$ cat config.mk
export PLATFORM = sky130hd
export DESIGN_NAME = cpu16_ctrl
export DESIGN_NICKNAME = d
export VERILOG_FILES = /design/src/rtl/cpu16_ctrl.sv
export SDC_FILE = /design/constraint.sdc
export NUM_CORES = 1
export LEC_CHECK = 0
export ABC_AREA = 0
export BUFFER_PORTS_ARGS = -buffer_cell sky130_fd_sc_hd__buf_2
export CORE_MARGIN = 2
export CORE_UTILIZATION = 45
export DETAILED_ROUTE_END_ITERATION = 12
export GPL_TIMING_DRIVEN = 0
export HOLD_SLACK_MARGIN = 0.06
export PLACE_DENSITY_LB_ADDON = 0.15
export SYNTH_ARGS = -nofsm -noshare
export SYNTH_HDL_FRONTEND = slang
export SYNTH_SLANG_ARGS = --single-unit
export TNS_END_PERCENT = 100
$ cat constraint.sdc
create_clock -name clk -period 2.14 [get_ports clk]
set_clock_uncertainty 0.15 [all_clocks]
set_input_delay 0.214 -clock clk [delete_from_list [all_inputs] [get_ports clk]]
set_output_delay 0.214 -clock clk [all_outputs]
set_load 0.03 [all_outputs]
$ cat src/rtl/cpu16_ctrl.sv
// cpu16_ctrl: multi-cycle control sequencer for the cpu16 datapath.
// Fetches 16-bit instructions over a req/ack handshake into IR, decodes
// ADD/SUB/AND/OR/NOP/HALT and drives the ALU op, register-file addresses
// and write enable through the EXEC and WB phases. Sole owner of PC and IR.
//
// Ports:
//   clk        system clock, rising edge
//   rst_n      asynchronous active-low reset
//   run        level, enables instruction fetching
//   imem_req   instruction fetch request (FETCH only)
//   imem_addr  fetch address, always the current PC
//   imem_ack   fetch data valid this cycle (only looked at in FETCH)
//   imem_data  fetched instruction word
//   ir         latched instruction register
//   rf_ra      register read address A = ir[11:8]
//   rf_rb      register read address B = ir[3:0]
//   alu_op     one-hot ALU op: bit0 ADD, bit1 SUB, bit2 AND, bit3 OR
//   rf_we      register-file write enable (one cycle, in WB)
//   rf_wa      register-file write address = ir[11:8]
//   busy       high in FETCH, DECODE, EXEC, WB
//   halted     high in HALT
//   err        00 none, 01 illegal instruction, 10 fetch timeout
//
// State table:
//   state  | meaning
//   IDLE   | parked, waiting for run
//   FETCH  | requesting imem[pc], counting wait cycles
//   DECODE | classifying ir
//   EXEC   | alu_op driven
//   WB     | alu_op held, rf_we pulsed
//   HALT   | stopped, err held, only reset leaves

module cpu16_ctrl #(
    parameter logic [15:0] PC_RESET      = 16'h0000,
    parameter int unsigned FETCH_TIMEOUT = 15
) (
    input  logic        clk,
    input  logic        rst_n,
    input  logic        run,
    output logic        imem_req,
    output logic [15:0] imem_addr,
    input  logic        imem_ack,
    input  logic [15:0] imem_data,
    output logic [15:0] ir,
    output logic [3:0]  rf_ra,
    output logic [3:0]  rf_rb,
    output logic [3:0]  alu_op,
    output logic        rf_we,
    output logic [3:0]  rf_wa,
    output logic        busy,
    output logic        halted,
    output logic [1:0]  err
);

    typedef enum logic [2:0] {
        S_IDLE,
        S_FETCH,
        S_DECODE,
        S_EXEC,
        S_WB,
        S_HALT
    } state_t;

    localparam logic [1:0] ERR_NONE    = 2'b00;
    localparam logic [1:0] ERR_ILLEGAL = 2'b01;
    localparam logic [1:0] ERR_TIMEOUT = 2'b10;

    // The wait cycle that would make the count reach FETCH_TIMEOUT is the
    // one that faults, so compare against the value one below it.
    localparam logic [7:0] WAIT_LAST = 8'(FETCH_TIMEOUT - 1);

    state_t      state, state_nx;
    logic [15:0] pc, pc_nx;
    logic [15:0] ir_nx;
    logic [7:0]  wait_cnt, wait_cnt_nx;
    logic [1:0]  err_nx;
    logic [3:0]  op_onehot;
    logic        is_alu;
    logic        is_nop;
    logic        is_halt;

    always_comb begin
        op_onehot = 4'b0000;
        case (ir[7:4])
            4'b1010: op_onehot = 4'b0001;
            4'b0010: op_onehot = 4'b0010;
            4'b1100: op_onehot = 4'b0100;
            4'b1110: op_onehot = 4'b1000;
            default: op_onehot = 4'b0000;
        endcase
    end

    assign is_alu  = (ir[15:12] == 4'b0000) && (op_onehot != 4'b0000);
    assign is_nop  = (ir == 16'h0000);
    assign is_halt = (ir[15:12] == 4'b1111);

    assign imem_addr = pc;
    assign rf_ra     = ir[11:8];
    assign rf_rb     = ir[3:0];
    assign rf_wa     = ir[11:8];

    always_ff @(posedge clk or negedge rst_n) begin
        if (!rst_n) begin
            state    <= S_IDLE;
            pc       <= PC_RESET;
            ir       <= 16'h0000;
            wait_cnt <= 8'd0;
            err      <= ERR_NONE;
        end else begin
            state    <= state_nx;
            pc       <= pc_nx;
            ir       <= ir_nx;
            wait_cnt <= wait_cnt_nx;
            err      <= err_nx;
        end
    end

    always_comb begin
        state_nx    = state;
        pc_nx       = pc;
        ir_nx       = ir;
        wait_cnt_nx = wait_cnt;
        err_nx      = err;
        imem_req    = 1'b0;
        alu_op      = 4'b0000;
        rf_we       = 1'b0;
        busy        = 1'b0;
        halted      = 1'b0;

        case (state)
            S_IDLE: begin
                if (run) state_nx = S_FETCH;
            end
            S_FETCH: begin
                imem_req = 1'b1;
                busy     = 1'b1;
                if (imem_ack) begin
                    ir_nx       = imem_data;
                    pc_nx       = pc + 16'd1;
                    wait_cnt_nx = 8'd0;
                    state_nx    = S_DECODE;
                end else if (wait_cnt == WAIT_LAST) begin
                    err_nx   = ERR_TIMEOUT;
                    state_nx = S_HALT;
                end else begin
                    wait_cnt_nx = wait_cnt + 8'd1;
                end
            end
            S_DECODE: begin
                busy = 1'b1;
                if (is_alu) begin
                    state_nx = S_EXEC;
                end else if (is_nop) begin
                    state_nx = run ? S_FETCH : S_IDLE;
                end else if (is_halt) begin
                    err_nx   = ERR_NONE;
                    state_nx = S_HALT;
                end else begin
                    err_nx   = ERR_ILLEGAL;
                    state_nx = S_HALT;
                end
            end
            S_EXEC: begin
                busy     = 1'b1;
                alu_op   = op_onehot;
                state_nx = S_WB;
            end
            S_WB: begin
                busy     = 1'b1;
                alu_op   = op_onehot;
                rf_we    = 1'b1;
                state_nx = run ? S_FETCH : S_IDLE;
            end
            S_HALT: begin
                halted = 1'b1;
            end
            default: begin
                state_nx = S_IDLE;
            end
        endcase
    end

endmodule

==> qor.yml <==
routing:
  drc: 0
  via_count: 1887
  wire_per_inst_um: 13.7
  drt-total-wl_um: 5190
  wl_met3_um: 215
  top_layer_used: "met4"
  ant_nets: 0
  met1_length_um: 2330
  met2_length_um: 2580
  dr.pass1.iters: 4
  viasPerCell: 4.99
  drt-initial-drc-count: 91
logic_synthesis:
  netlist_area_mm2: 0.00227
  synth_ff_type: "dfrtp_1"
  synthTopCellsByCount: "dfrtp_1, nand2_1, mux2_2"
  synth_top_cell_area_share_pct: 49.6
  yosysTopAreaCell: "dfrtp_1"
  yosysWarningCount: 0
  synth_area_leaders: "dfrtp_1, mux2_2, xnor2_1"
  synth-seq-cells: 45
  yosysMostFrequentCell: "dfrtp_1"
  synth.avg_cell_area_um2: 10.8
  synth_edf_count: 0
  ys_types: 44
  async_reset_ff_share_pct: 100
  syn_nets: 234
  yosysSeqAreaShare_pct: 49.6
  postSynthCellCount: 211
cts:
  cts.path.max_buffers: 2
  cts.sinks: 45
  cts_buffers: 5
  ctsRootBufferMaster: "clkbuf_8"
  clk_pin_slew_ns: 0.08
  tritoncts: "yes"
  clock_latency_ns: 0.29
  htree_levels: 2
outcome:
  outcome: "complete, but fails checks"
  violations: "negative setup slack"
sta:
  fin_tns_setup_ns: -0.0877
  setup_ws_ns: -0.0877
  finalMaxSlewViolations: 0
  finalSetupViolCount: 1
  fin_crit_sh_pct: 104
  rsz0062_at_grt: "true"
  timing.final.crit_period_ns: 2.23
  relSlewSlack_pct: 33.6
  hold_viol: 0
  worstMarginPinSlew_ns: 0.995
  fmaxAchievable_mhz: 449
die:
  die_height_um: 75.0
  die_w_um: 75.0
  pin_count: 74
  std_cell_rows: 25
  start_util_pct: 47.4
  die_area_mm2: 0.00563
  core-area_mm2: 0.00479
layout:
  ff_latch_area_mm2: 0.00113
  layout-drive-gt1-share_pct: 43.1
  finalNonFillerCells: 378
  antenna_cells: 0
  fillers: 399
  multi_input_area_mm2: 0.00105
  final_util_pct: 65.2
  nNetsFinal: 333
  area_growth_pct: 37.4
power:
  cellLeakagePower_uw: 0.00151
  powerDensity_mw_per_mm2: 1500
  ir_drop_mv: 1.13
worst_setup_path:
  rr_startpoint: "wait_cnt[0]$_DFFE_PN0P_"
  start_kind: "flop"
  end_kind: "flop"
  critical_path_class: "reg -> reg"
  crit_arrival_ns: 2.31
  critPathLaunch: "wait_cnt[0]$_DFFE_PN0P_"
  critPathMaxFanout: 4
  crit_required_ns: 2.23
place:
  place_hpwl_um: 3420
  dpl.cell_count: 350
  portBuffers: 72
  gp_congestion: 0.806
global_routing:
  grt_pass1_wl_um: 8400
  grtUsageTotal_pct: 19.5
  grt_max_degree: 46
  grt.overflow.total: 0
  antenna_found_initial: 0
  grt_pass1_vias: 1876
min_path:
  min-delay-start: "imem_ack"
  min_path_type: "in -> reg"
flow_run:
  cap_violations: 0
## area by class of cell
| type | count | share of cell area (%) |
|---|---|---|
| inverter | 4 | 0.562 |
| buffer | 20 | 4.21 |
| clock inverter | 3 | 2.09 |
| timing repair buffer | 92 | 18.3 |
| clock buffer | 5 | 2.21 |
| multi-input combinational | 142 | 33.8 |
| sequential | 45 | 36.2 |
| tap | 67 | 2.69 |
## cells by family (layout without fill, tap and decap cells)
family	Yosys count	after routing	share of synthesized area, %
buf+inv	24	124	6.12
compound gates	25	25	7.11
xor+xnor	18	18	6.95
mux	19	19	9.32
fa+ha+maj	3	3	1.65
simple gates	77	77	19.2
flops	45	45	49.6
## critical path, stage by stage (launching register included)
cell	delay (ns)
dfrtp_1	0.40
inv_2	0.08
ha_4	0.13
or4b_4	0.46
or3_4	0.37
o32a_1	0.32
a21o_1	0.19
nand3_2	0.06
## what timing repair did
action	CTS	global route
hold endpoints to repair	61	0
hold buffers	17	0
setup buffers	1	2
endpoints found under the setup margin	10	14
pin swaps	0	3
gates resized for setup	10	16
## registers in the layout, indices dropped and copies added, names as in the netlist
name and count:
state 3, ir 16, imem_addr 16, err 2, wait_cnt 8
## per-layer routing
metal | vias up | track usage (%)
met5 | - | 0
met4 | 0 | 8.33
met3 | 6 | 3.61
met2 | 51 | 33.1
met1 | 902 | 24.4
li1 | 928 | -
## power by group
group,switching [µW],internal (µW),total (µW)
combinational,1450,970,2420
clock,293,464,757
sequential,356,1150,1500
total,2100,2580,4680
## cells in the final DEF (no fill, tap or decap), types with 2 or more instances in the layout
| cell type | synthesis | final |
|---|---|---|
| inv_1 | 4 | 2 |
| a21oi_1 | 9 | 8 |
| and4_1 | 2 | 2 |
| o21ai_0 | 5 | 5 |
| buf_4 | 12 | 19 |
| mux2i_1 | 2 | 2 |
| clkbuf_1 | 4 | 4 |
| mux2_2 | 17 | 17 |
| buf_2 | 2 | 70 |
| nand2_1 | 20 | 19 |
| nor3b_1 | 4 | 3 |
| ha_1 | 3 | 2 |
| xor2_1 | 5 | 5 |
| or3b_2 | 3 | 2 |
| nor2_1 | 9 | 8 |
| nor3_1 | 6 | 4 |
| nand2b_1 | 2 | 2 |
| nor4_1 | 4 | 4 |
| nand3_1 | 8 | 8 |
| dfrtp_1 | 45 | 44 |
| nand4_1 | 5 | 5 |
| bufinv_16 | 0 | 2 |
| clkbuf_8 | 0 | 5 |
| xnor2_1 | 13 | 13 |
| a21o_1 | 3 | 3 |
| and2_1 | 2 | 2 |
| buf_6 | 0 | 2 |
| and3_1 | 3 | 3 |
| dlygate4sd3_1 | 0 | 17 |
## worst paths after layout
path,end,slack (ns),cells after the start
max in group asynchronous,wait_cnt[1]$_DFFE_PN0P_,0.69,2
setup / recovery,err[0]$_DFFE_PN0P_,-0.09,7
setup reg to reg,err[0]$_DFFE_PN0P_,-0.09,7
hold / removal,wait_cnt[4]$_DFFE_PN0P_,0.22,2
hold reg to reg,imem_addr[15]$_DFFE_PN0P_,0.32,1
min in group asynchronous,state[2]$_DFFE_PN0P_,0.48,2
## per-stage QoR
stage,area [µm²],worst slack (ns),total power (µW),hold slack (ns)
final,3120,-0.0877,4680,0.218
after floorplan,2270,-0.0108,3140,-0.232
after global placement,2720,-0.131,3720,0.286
after global routing,3120,-0.149,4980,0.231
after detailed placement,2720,-0.152,3750,0.289
after CTS,3060,-0.115,4610,0.208
No activity file was read; power rests on OpenSTA's default activity.
